<file path="src/rtl/multicycle_control_pkg.sv">
// Shared encodings for the multicycle RV32I control path: opcodes, immediate
// formats, ALU operations, controller states and datapath mux selects.
package core_ctrl_pkg;

    localparam int unsigned OPCODE_W  = 7;
    localparam int unsigned IMM_SRC_W = 3;
    localparam int unsigned ALU_CTL_W = 4;
    localparam int unsigned SEL_W     = 2;

    // Supported major opcodes
    localparam logic [OPCODE_W-1:0] OP_LOAD   = 7'b0000011;
    localparam logic [OPCODE_W-1:0] OP_STORE  = 7'b0100011;
    localparam logic [OPCODE_W-1:0] OP_RTYPE  = 7'b0110011;
    localparam logic [OPCODE_W-1:0] OP_IALU   = 7'b0010011;
    localparam logic [OPCODE_W-1:0] OP_BRANCH = 7'b1100011;
    localparam logic [OPCODE_W-1:0] OP_JAL    = 7'b1101111;
    localparam logic [OPCODE_W-1:0] OP_JALR   = 7'b1100111;
    localparam logic [OPCODE_W-1:0] OP_LUI    = 7'b0110111;
    localparam logic [OPCODE_W-1:0] OP_AUIPC  = 7'b0010111;

    // Immediate extender format select
    localparam logic [IMM_SRC_W-1:0] IMM_I = 3'b000;
    localparam logic [IMM_SRC_W-1:0] IMM_U = 3'b001;
    localparam logic [IMM_SRC_W-1:0] IMM_S = 3'b010;
    localparam logic [IMM_SRC_W-1:0] IMM_B = 3'b011;
    localparam logic [IMM_SRC_W-1:0] IMM_J = 3'b100;

    // Result bus select
    localparam logic [SEL_W-1:0] RES_ALUOUT    = 2'b00;
    localparam logic [SEL_W-1:0] RES_MEMDATA   = 2'b01;
    localparam logic [SEL_W-1:0] RES_ALURESULT = 2'b10;

    // ALU operand A select
    localparam logic [SEL_W-1:0] SRCA_PC    = 2'b00;
    localparam logic [SEL_W-1:0] SRCA_OLDPC = 2'b01;
    localparam logic [SEL_W-1:0] SRCA_RD1   = 2'b10;
    localparam logic [SEL_W-1:0] SRCA_ZERO  = 2'b11;

    // ALU operand B select
    localparam logic [SEL_W-1:0] SRCB_RD2  = 2'b00;
    localparam logic [SEL_W-1:0] SRCB_IMM  = 2'b01;
    localparam logic [SEL_W-1:0] SRCB_FOUR = 2'b10;

    typedef enum logic [ALU_CTL_W-1:0] {
        ALU_ADD  = 4'b0000,
        ALU_SUB  = 4'b0001,
        ALU_AND  = 4'b0010,
        ALU_OR   = 4'b0011,
        ALU_XOR  = 4'b0100,
        ALU_SLT  = 4'b0101,
        ALU_SLL  = 4'b0110,
        ALU_SRL  = 4'b0111,
        ALU_SRA  = 4'b1000,
        ALU_SLTU = 4'b1001
    } alu_ctrl_e;

    // Operation class handed from the FSM to the ALU decoder
    typedef enum logic [1:0] {
        ALU_OP_ADD   = 2'b00,
        ALU_OP_SUB   = 2'b01,
        ALU_OP_FUNCT = 2'b10
    } alu_op_e;

    typedef enum logic [3:0] {
        S_FETCH    = 4'd0,
        S_DECODE   = 4'd1,
        S_MEMADR   = 4'd2,
        S_MEMREAD  = 4'd3,
        S_MEMWB    = 4'd4,
        S_MEMWRITE = 4'd5,
        S_EXECR    = 4'd6,
        S_EXECI    = 4'd7,
        S_ALUWB    = 4'd8,
        S_BRANCH   = 4'd9,
        S_JAL      = 4'd10,
        S_JALR     = 4'd11,
        S_JALRWB   = 4'd12,
        S_LUI      = 4'd13,
        S_AUIPC    = 4'd14,
        S_ILLEGAL  = 4'd15
    } state_e;

    // Immediate format implied by a major opcode; I-format for anything without one
    function automatic logic [IMM_SRC_W-1:0] imm_src_for(input logic [OPCODE_W-1:0] op);
        logic [IMM_SRC_W-1:0] imm;
        case (op)
            OP_STORE:         imm = IMM_S;
            OP_BRANCH:        imm = IMM_B;
            OP_JAL:           imm = IMM_J;
            OP_LUI, OP_AUIPC: imm = IMM_U;
            default:          imm = IMM_I;
        endcase
        return imm;
    endfunction

endpackage

</file>
<file path="src/rtl/multicycle_control_if.sv">
// Decode inputs and datapath control outputs between controller and datapath.
interface multicycle_control_if;

    logic [6:0] opcode;
    logic [2:0] funct3;
    logic       funct7_5;
    logic       zero;
    logic       mem_ready;

    logic       mem_req;
    logic       adr_src;
    logic       mem_write;
    logic       ir_write;
    logic       pc_write;
    logic       reg_write;
    logic [1:0] result_src;
    logic [1:0] alu_src_a;
    logic [1:0] alu_src_b;
    logic [2:0] imm_src;
    logic [3:0] alu_control;
    logic       halted;

    // Controller side
    modport master (
        input  opcode, funct3, funct7_5, zero, mem_ready,
        output mem_req, adr_src, mem_write, ir_write, pc_write, reg_write,
        output result_src, alu_src_a, alu_src_b, imm_src, alu_control, halted
    );

    // Datapath / memory side
    modport slave (
        output opcode, funct3, funct7_5, zero, mem_ready,
        input  mem_req, adr_src, mem_write, ir_write, pc_write, reg_write,
        input  result_src, alu_src_a, alu_src_b, imm_src, alu_control, halted
    );

endinterface

</file>
<file path="src/rtl/multicycle_control_alu_decoder.sv">
// Combinational ALU operation decode from FSM op class plus funct fields.
module alu_decoder
    import core_ctrl_pkg::*;
(
    input  alu_op_e    alu_op,
    input  logic [2:0] funct3,
    input  logic       funct7_5,
    input  logic       op5,
    output alu_ctrl_e  alu_control
);

    // op5 distinguishes R-type (SUB allowed) from I-ALU (ADDI only)
    always_comb begin
        alu_control = ALU_ADD;
        case (alu_op)
            ALU_OP_ADD: alu_control = ALU_ADD;
            ALU_OP_SUB: alu_control = ALU_SUB;
            ALU_OP_FUNCT: begin
                case (funct3)
                    3'b000:  alu_control = (op5 && funct7_5) ? ALU_SUB : ALU_ADD;
                    3'b001:  alu_control = ALU_SLL;
                    3'b010:  alu_control = ALU_SLT;
                    3'b011:  alu_control = ALU_SLTU;
                    3'b100:  alu_control = ALU_XOR;
                    3'b101:  alu_control = funct7_5 ? ALU_SRA : ALU_SRL;
                    3'b110:  alu_control = ALU_OR;
                    default: alu_control = ALU_AND;
                endcase
            end
            default: alu_control = ALU_ADD;
        endcase
    end

endmodule

</file>
<file path="src/rtl/multicycle_control.sv">
// Main control FSM of the multicycle RV32I core.
// Optional build macro INSTRET_COUNTER_EN adds a retired-instruction counter.
module multicycle_control
    import core_ctrl_pkg::*;
(
    input  logic                 clk,
    input  logic                 rst_n,
    multicycle_control_if.master bus
`ifdef INSTRET_COUNTER_EN
    ,
    output logic [31:0]          instret
`endif
);

    state_e     state_q, state_d;

    logic       mem_req_c;
    logic       adr_src_c;
    logic       mem_write_c;
    logic       ir_write_c;
    logic       pc_write_c;
    logic       reg_write_c;
    logic       halted_c;
    logic [1:0] result_src_c;
    logic [1:0] alu_src_a_c;
    logic [1:0] alu_src_b_c;
    logic [2:0] imm_src_c;
    alu_op_e    alu_op_c;
    alu_ctrl_e  alu_ctrl_c;
    logic       branch_taken_c;

    // State register
    always_ff @(posedge clk or negedge rst_n) begin
        if (!rst_n) begin
            state_q <= S_FETCH;
        end else begin
            state_q <= state_d;
        end
    end

    // Next-state logic
    always_comb begin
        state_d = state_q;
        case (state_q)
            S_FETCH:    if (bus.mem_ready) state_d = S_DECODE;
            S_DECODE: begin
                case (bus.opcode)
                    OP_LOAD, OP_STORE: state_d = S_MEMADR;
                    OP_RTYPE:          state_d = S_EXECR;
                    OP_IALU:           state_d = S_EXECI;
                    OP_BRANCH:         state_d = S_BRANCH;
                    OP_JAL:            state_d = S_JAL;
                    OP_JALR:           state_d = S_JALR;
                    OP_LUI:            state_d = S_LUI;
                    OP_AUIPC:          state_d = S_AUIPC;
                    default:           state_d = S_ILLEGAL;
                endcase
            end
            S_MEMADR:   state_d = bus.opcode[5] ? S_MEMWRITE : S_MEMREAD;
            S_MEMREAD:  if (bus.mem_ready) state_d = S_MEMWB;
            S_MEMWB:    state_d = S_FETCH;
            S_MEMWRITE: if (bus.mem_ready) state_d = S_FETCH;
            S_EXECR:    state_d = S_ALUWB;
            S_EXECI:    state_d = S_ALUWB;
            S_ALUWB:    state_d = S_FETCH;
            S_BRANCH:   state_d = S_FETCH;
            S_JAL:      state_d = S_ALUWB;
            S_JALR:     state_d = S_JALRWB;
            S_JALRWB:   state_d = S_FETCH;
            S_LUI:      state_d = S_ALUWB;
            S_AUIPC:    state_d = S_ALUWB;
            S_ILLEGAL:  state_d = S_ILLEGAL;
            default:    state_d = S_FETCH;
        endcase
    end

    // beq takes on zero, bne on non-zero; other funct3 never redirect
    always_comb begin
        branch_taken_c = ((bus.funct3 == 3'b000) &&  bus.zero) ||
                         ((bus.funct3 == 3'b001) && !bus.zero);
    end

    // Per-state datapath controls (FETCH strobes follow mem_ready)
    always_comb begin
        mem_req_c    = 1'b0;
        adr_src_c    = 1'b0;
        mem_write_c  = 1'b0;
        ir_write_c   = 1'b0;
        pc_write_c   = 1'b0;
        reg_write_c  = 1'b0;
        halted_c     = 1'b0;
        result_src_c = RES_ALUOUT;
        alu_src_a_c  = SRCA_PC;
        alu_src_b_c  = SRCB_RD2;
        imm_src_c    = IMM_I;
        alu_op_c     = ALU_OP_ADD;
        case (state_q)
            S_FETCH: begin
                mem_req_c    = 1'b1;
                adr_src_c    = 1'b0;
                alu_src_a_c  = SRCA_PC;
                alu_src_b_c  = SRCB_FOUR;
                result_src_c = RES_ALURESULT;
                ir_write_c   = bus.mem_ready;
                pc_write_c   = bus.mem_ready;
            end
            S_DECODE: begin
                alu_src_a_c = SRCA_OLDPC;
                alu_src_b_c = SRCB_IMM;
                imm_src_c   = imm_src_for(bus.opcode);
            end
            S_MEMADR: begin
                alu_src_a_c = SRCA_RD1;
                alu_src_b_c = SRCB_IMM;
                imm_src_c   = bus.opcode[5] ? IMM_S : IMM_I;
            end
            S_MEMREAD: begin
                mem_req_c = 1'b1;
                adr_src_c = 1'b1;
            end
            S_MEMWB: begin
                result_src_c = RES_MEMDATA;
                reg_write_c  = 1'b1;
            end
            S_MEMWRITE: begin
                mem_req_c   = 1'b1;
                mem_write_c = 1'b1;
                adr_src_c   = 1'b1;
            end
            S_EXECR: begin
                alu_src_a_c = SRCA_RD1;
                alu_src_b_c = SRCB_RD2;
                alu_op_c    = ALU_OP_FUNCT;
            end
            S_EXECI: begin
                alu_src_a_c = SRCA_RD1;
                alu_src_b_c = SRCB_IMM;
                imm_src_c   = IMM_I;
                alu_op_c    = ALU_OP_FUNCT;
            end
            S_ALUWB: begin
                result_src_c = RES_ALUOUT;
                reg_write_c  = 1'b1;
            end
            S_BRANCH: begin
                alu_src_a_c  = SRCA_RD1;
                alu_src_b_c  = SRCB_RD2;
                alu_op_c     = ALU_OP_SUB;
                result_src_c = RES_ALUOUT;
                pc_write_c   = branch_taken_c;
            end
            S_JAL: begin
                alu_src_a_c  = SRCA_OLDPC;
                alu_src_b_c  = SRCB_FOUR;
                result_src_c = RES_ALUOUT;
                pc_write_c   = 1'b1;
            end
            S_JALR: begin
                alu_src_a_c  = SRCA_RD1;
                alu_src_b_c  = SRCB_IMM;
                imm_src_c    = IMM_I;
                result_src_c = RES_ALURESULT;
                pc_write_c   = 1'b1;
            end
            S_JALRWB: begin
                alu_src_a_c  = SRCA_OLDPC;
                alu_src_b_c  = SRCB_FOUR;
                result_src_c = RES_ALURESULT;
                reg_write_c  = 1'b1;
            end
            S_LUI: begin
                alu_src_a_c = SRCA_ZERO;
                alu_src_b_c = SRCB_IMM;
                imm_src_c   = IMM_U;
            end
            S_AUIPC: begin
                alu_src_a_c = SRCA_OLDPC;
                alu_src_b_c = SRCB_IMM;
                imm_src_c   = IMM_U;
            end
            S_ILLEGAL: begin
                halted_c = 1'b1;
            end
            default: begin
                halted_c = 1'b0;
            end
        endcase
    end

    alu_decoder u_alu_decoder (
        .alu_op      (alu_op_c),
        .funct3      (bus.funct3),
        .funct7_5    (bus.funct7_5),
        .op5         (bus.opcode[5]),
        .alu_control (alu_ctrl_c)
    );

    // Strobes are forced low while reset is held so nothing leaks out of FETCH
    assign bus.mem_req     = rst_n & mem_req_c;
    assign bus.mem_write   = rst_n & mem_write_c;
    assign bus.ir_write    = rst_n & ir_write_c;
    assign bus.pc_write    = rst_n & pc_write_c;
    assign bus.reg_write   = rst_n & reg_write_c;
    assign bus.halted      = rst_n & halted_c;
    assign bus.adr_src     = adr_src_c;
    assign bus.result_src  = result_src_c;
    assign bus.alu_src_a   = alu_src_a_c;
    assign bus.alu_src_b   = alu_src_b_c;
    assign bus.imm_src     = imm_src_c;
    assign bus.alu_control = alu_ctrl_c;

`ifdef INSTRET_COUNTER_EN
    logic [31:0] instret_q, instret_d;

    // Count on every transition back into FETCH; ILLEGAL never returns there
    always_comb begin
        instret_d = instret_q;
        if ((state_q != S_FETCH) && (state_d == S_FETCH)) begin
            instret_d = instret_q + 32'd1;
        end
    end

    // Retired-instruction counter register
    always_ff @(posedge clk or negedge rst_n) begin
        if (!rst_n) begin
            instret_q <= 32'd0;
        end else begin
            instret_q <= instret_d;
        end
    end

    assign instret = instret_q;
`endif

endmodule

</file>
<file path="src/flat_wrapper.sv">
// flat-port wrapper written by rule: the top's interface ports become plain ports
module multicycle_control_flat import core_ctrl_pkg::*;
  (clk, rst_n, bus_opcode, bus_funct3, bus_funct7_5, bus_zero, bus_mem_ready, bus_mem_req, bus_adr_src, bus_mem_write, bus_ir_write, bus_pc_write, bus_reg_write, bus_result_src, bus_alu_src_a, bus_alu_src_b, bus_imm_src, bus_alu_control, bus_halted);
  multicycle_control_if bus_i ();
  input  logic clk;
  input  logic rst_n;
  input wire logic [$bits(bus_i.opcode)-1:0] bus_opcode;
  input wire logic [$bits(bus_i.funct3)-1:0] bus_funct3;
  input wire logic [$bits(bus_i.funct7_5)-1:0] bus_funct7_5;
  input wire logic [$bits(bus_i.zero)-1:0] bus_zero;
  input wire logic [$bits(bus_i.mem_ready)-1:0] bus_mem_ready;
  output wire logic [$bits(bus_i.mem_req)-1:0] bus_mem_req;
  output wire logic [$bits(bus_i.adr_src)-1:0] bus_adr_src;
  output wire logic [$bits(bus_i.mem_write)-1:0] bus_mem_write;
  output wire logic [$bits(bus_i.ir_write)-1:0] bus_ir_write;
  output wire logic [$bits(bus_i.pc_write)-1:0] bus_pc_write;
  output wire logic [$bits(bus_i.reg_write)-1:0] bus_reg_write;
  output wire logic [$bits(bus_i.result_src)-1:0] bus_result_src;
  output wire logic [$bits(bus_i.alu_src_a)-1:0] bus_alu_src_a;
  output wire logic [$bits(bus_i.alu_src_b)-1:0] bus_alu_src_b;
  output wire logic [$bits(bus_i.imm_src)-1:0] bus_imm_src;
  output wire logic [$bits(bus_i.alu_control)-1:0] bus_alu_control;
  output wire logic [$bits(bus_i.halted)-1:0] bus_halted;
  assign bus_i.opcode = bus_opcode;
  assign bus_i.funct3 = bus_funct3;
  assign bus_i.funct7_5 = bus_funct7_5;
  assign bus_i.zero = bus_zero;
  assign bus_i.mem_ready = bus_mem_ready;
  assign bus_mem_req = bus_i.mem_req;
  assign bus_adr_src = bus_i.adr_src;
  assign bus_mem_write = bus_i.mem_write;
  assign bus_ir_write = bus_i.ir_write;
  assign bus_pc_write = bus_i.pc_write;
  assign bus_reg_write = bus_i.reg_write;
  assign bus_result_src = bus_i.result_src;
  assign bus_alu_src_a = bus_i.alu_src_a;
  assign bus_alu_src_b = bus_i.alu_src_b;
  assign bus_imm_src = bus_i.imm_src;
  assign bus_alu_control = bus_i.alu_control;
  assign bus_halted = bus_i.halted;
  multicycle_control u_core (.clk(clk), .rst_n(rst_n), .bus(bus_i));
endmodule
</file>
<file path="config.mk">
export PLATFORM = sky130hd
export DESIGN_NAME = multicycle_control_flat
export DESIGN_NICKNAME = d
export VERILOG_FILES = /design/src/rtl/multicycle_control_pkg.sv /design/src/rtl/multicycle_control_if.sv /design/src/rtl/multicycle_control_alu_decoder.sv /design/src/rtl/multicycle_control.sv /design/src/flat_wrapper.sv
export SDC_FILE = /design/constraint.sdc
export NUM_CORES = 1
export LEC_CHECK = 0
export CORE_MARGIN = 3
export CORE_UTILIZATION = 35
export DETAILED_ROUTE_END_ITERATION = 6
export PLACE_DENSITY_LB_ADDON = 0.1
export RECOVER_POWER = 50
export SKIP_CTS_REPAIR_TIMING = 1
export SYNTH_ARGS = -nofsm -noshare
export SYNTH_HDL_FRONTEND = slang
export SYNTH_SLANG_ARGS = --single-unit
export TNS_END_PERCENT = 20
</file>
<file path="constraint.sdc">
create_clock -name clk -period 3.15 [get_ports clk]
set_input_delay 0.63 -clock clk [delete_from_list [all_inputs] [get_ports clk]]
set_output_delay 0.63 -clock clk [all_outputs]
set_load 0.005 [all_outputs]
</file>
==> results_dict.tcl <==
set metrics [dict create \
    synthArstFlopShare_pct 100 \
    ant_nets 0 \
    grt_max_degree 17 \
    synth_cell_type_count 38 \
    dieHeight_um 53.9 \
    largest_register_ff_count 4 \
    top_regs "u_core.state_q: 4 flops" \
    boundaryPins 35 \
    period_minus_slack_ps 3030 \
    finClkSkew_ps 4.02 \
    gr-usage-all-layers_pct 17.2 \
    synth_enable_flop_cells 0 \
    rsz0062_at_grt "no" \
    largest-register "u_core.state_q" \
    place_congestion 0.852 \
    postSynthCellCount 130 \
    reg2reg_from "u_core.state_q[2]$_DFFE_PN0P_" \
    antenna_found_initial 0 \
    drt-pass1-iter-count 4 \
    numCtsBuffers 3 \
    hp-class "register to register" \
    stdcell_count 190 \
    start_util_pct 38.9 \
    rr_worst_depth 5 \
    crit_arrival_ps 2400 \
    hold_viol_final 0 \
    viasPerCell 5.45 \
    yosys-top-cells-area "dfrtp_1, nand2_1, nor2_1" \
    vias 1036 \
    diodes 0 \
    num_rows 16 \
    cp.required_ps 2520 \
    dpl.hpwl_mm 1.83 \
    utilization_pct 57.8 \
    worst-path-max-fanout 6 \
    min_path_cells 2 \
    drtIter0Drc 31 \
    ir_drop_uv 359 \
    synth_seq_cells 4 \
    place_area_um2 1180 \
    fmax_mhz 330 \
    fin_setup_tns_ps 0 \
    worst_slack_ps 115 \
    syn2layout_area_growth_pct 48.5 \
    clock_path_buffers 2 \
    startpoint_type "input pin" \
    cts.sinks 4 \
    ctsHtreeMaxLevel 1 \
    p_leak_nw 0.478 \
    worst_r2r_endpoint "u_core.state_q[0]$_DFFE_PN0P_" \
    slew_viol_final 0 \
    wirelength_mm 2.32 \
    finalCritPeriodShare_pct 96.3 \
    syn_area_um2 802 \
    avgRoutedWirePerCell_um 12.2 \
    die_area_um2 2900 \
    dp_cells 187 \
    clkLatencyLatePin_ps 230 \
    postSynthAreaPerCell_um2 6.17 \
    ys_warn_count 0 \
    hp-start "u_core.state_q[0]$_DFFE_PN0P_" \
    p_total_mw 0.760 \
    fp.dieW_um 53.9 \
    root_buffer "clkbuf_4" \
    synth_top_area_cell "dfrtp_1" \
    fin_nets 182 \
    portBuffers 34 \
    tightest_slew_ps 500 \
    ys_top_cells_by_count "nand2_1, nor2_1, a21oi_1" \
    place_ws_ps 115 \
    syn_nets 147 \
    cts_tree "built" \
    grt_pass1_vias 869 \
    synth_ff_type "dfrtp_1" \
    path_clk_slew_ps 40 \
    yosys.area.top_type_share_pct 12.5 \
    pwr_density_cell_nw_per_um2 638 \
    stdcell_area_um2 1190 \
    outcome "completed" \
    maxCapViolCount 0 \
    grt.overflow.total 0 \
    relSlewSlack_pct 66.6 \
    holdWs_ps 731 \
    critPathKind "input pin to output pin" \
    yosysSeqAreaShare_pct 12.5 \
    grt_first_pass_wirelength_mm 3.75 \
    drive_gt1_share_pct 4.29 \
    placeableCoreArea_um2 2060 \
    r2r_slack_ps 1450 \
    critPathCaptureType "output pin" \
    drcViolationCount 0 \
    setup_viol 0 \
    hold_end "u_core.state_q[3]$_DFFE_PN0P_" \
]
[where the power goes]
| group | internal [mW] | switching, mW | total, mW |
|---|---|---|---|
| Sequential | 0.0738 | 0.0196 | 0.0934 |
| Clock | 0.0426 | 0.0205 | 0.0631 |
| Combinational | 0.291 | 0.312 | 0.603 |
[area by class of cell]
cell class / count / area, um^2
Clock buffer: 3 / 22.5
Inverter: 9 / 33.8
Fill cell: 195 / 871
Multi-Input combinational cell: 108 / 631
Sequential cell: 4 / 100
Tap cell: 27 / 33.8
Timing Repair Buffer: 39 / 370
[cell families (layout without fill, tap and decap cells)]
logic type	Yosys count	count (layout)	share of synthesized area, %
simple gates	68	68	43.7
fa+ha+maj	2	2	3.12
buf+inv	18	51	8.89
mux	1	1	1.25
compound gates	34	34	27.3
xor+xnor	3	3	3.28
flops	4	4	12.5
[worst max-delay path: stages]
cell and delay (ps):
clkdlybuf4s50_1 510, inv_1 170, a31oi_1 90, or2_1 220, a311oi_1 230, clkdlybuf4s50_1 550
[worst max path at each step]
stage,start,to,cells past startpoint
5_1_grt,bus_funct3[0],bus_alu_control[0],6
3_3_place_gp,bus_funct3[0],bus_pc_write,5
2_1_floorplan,u_core.state_q[1]$_DFFE_PN0P_,bus_alu_control[1],5
4_1_cts,bus_funct3[0],bus_alu_control[0],6
3_5_place_dp,bus_funct3[0],bus_alu_control[0],6
6_report,bus_funct3[0],bus_alu_control[0],6
[routing by layer]
metal	global-route usage (%)	part of all wire, %
met3	5.26	7.1
met2	28.0	48
met4	1.28	0
met1	22.9	45
met5	0	0
[cell usage in the layout, fill, tap and decap left out, drive strengths merged]
master	count
a21o	1
and2b	1
o31a	1
buf	3
nand2	15
o221ai	1
a21oi	10
a2111oi	1
nor4b	2
a31oi	2
nand4b	1
inv	9
xnor2	2
clkdlybuf4s50	26
ha	2
nand3b	2
nand2b	2
or4b	1
o211a	1
a311oi	2
o22ai	2
mux2i	1
or2	2
a221oi	1
and2	2
nand3	8
and3	3
nor2b	6
clkbuf	5
nor3	8
xor2	1
nand4	1
a32oi	1
a221o	2
nor2	14
o21ai	9
dfrtp	4
dlygate4sd3	8
(Power assumes the default switching activity.)
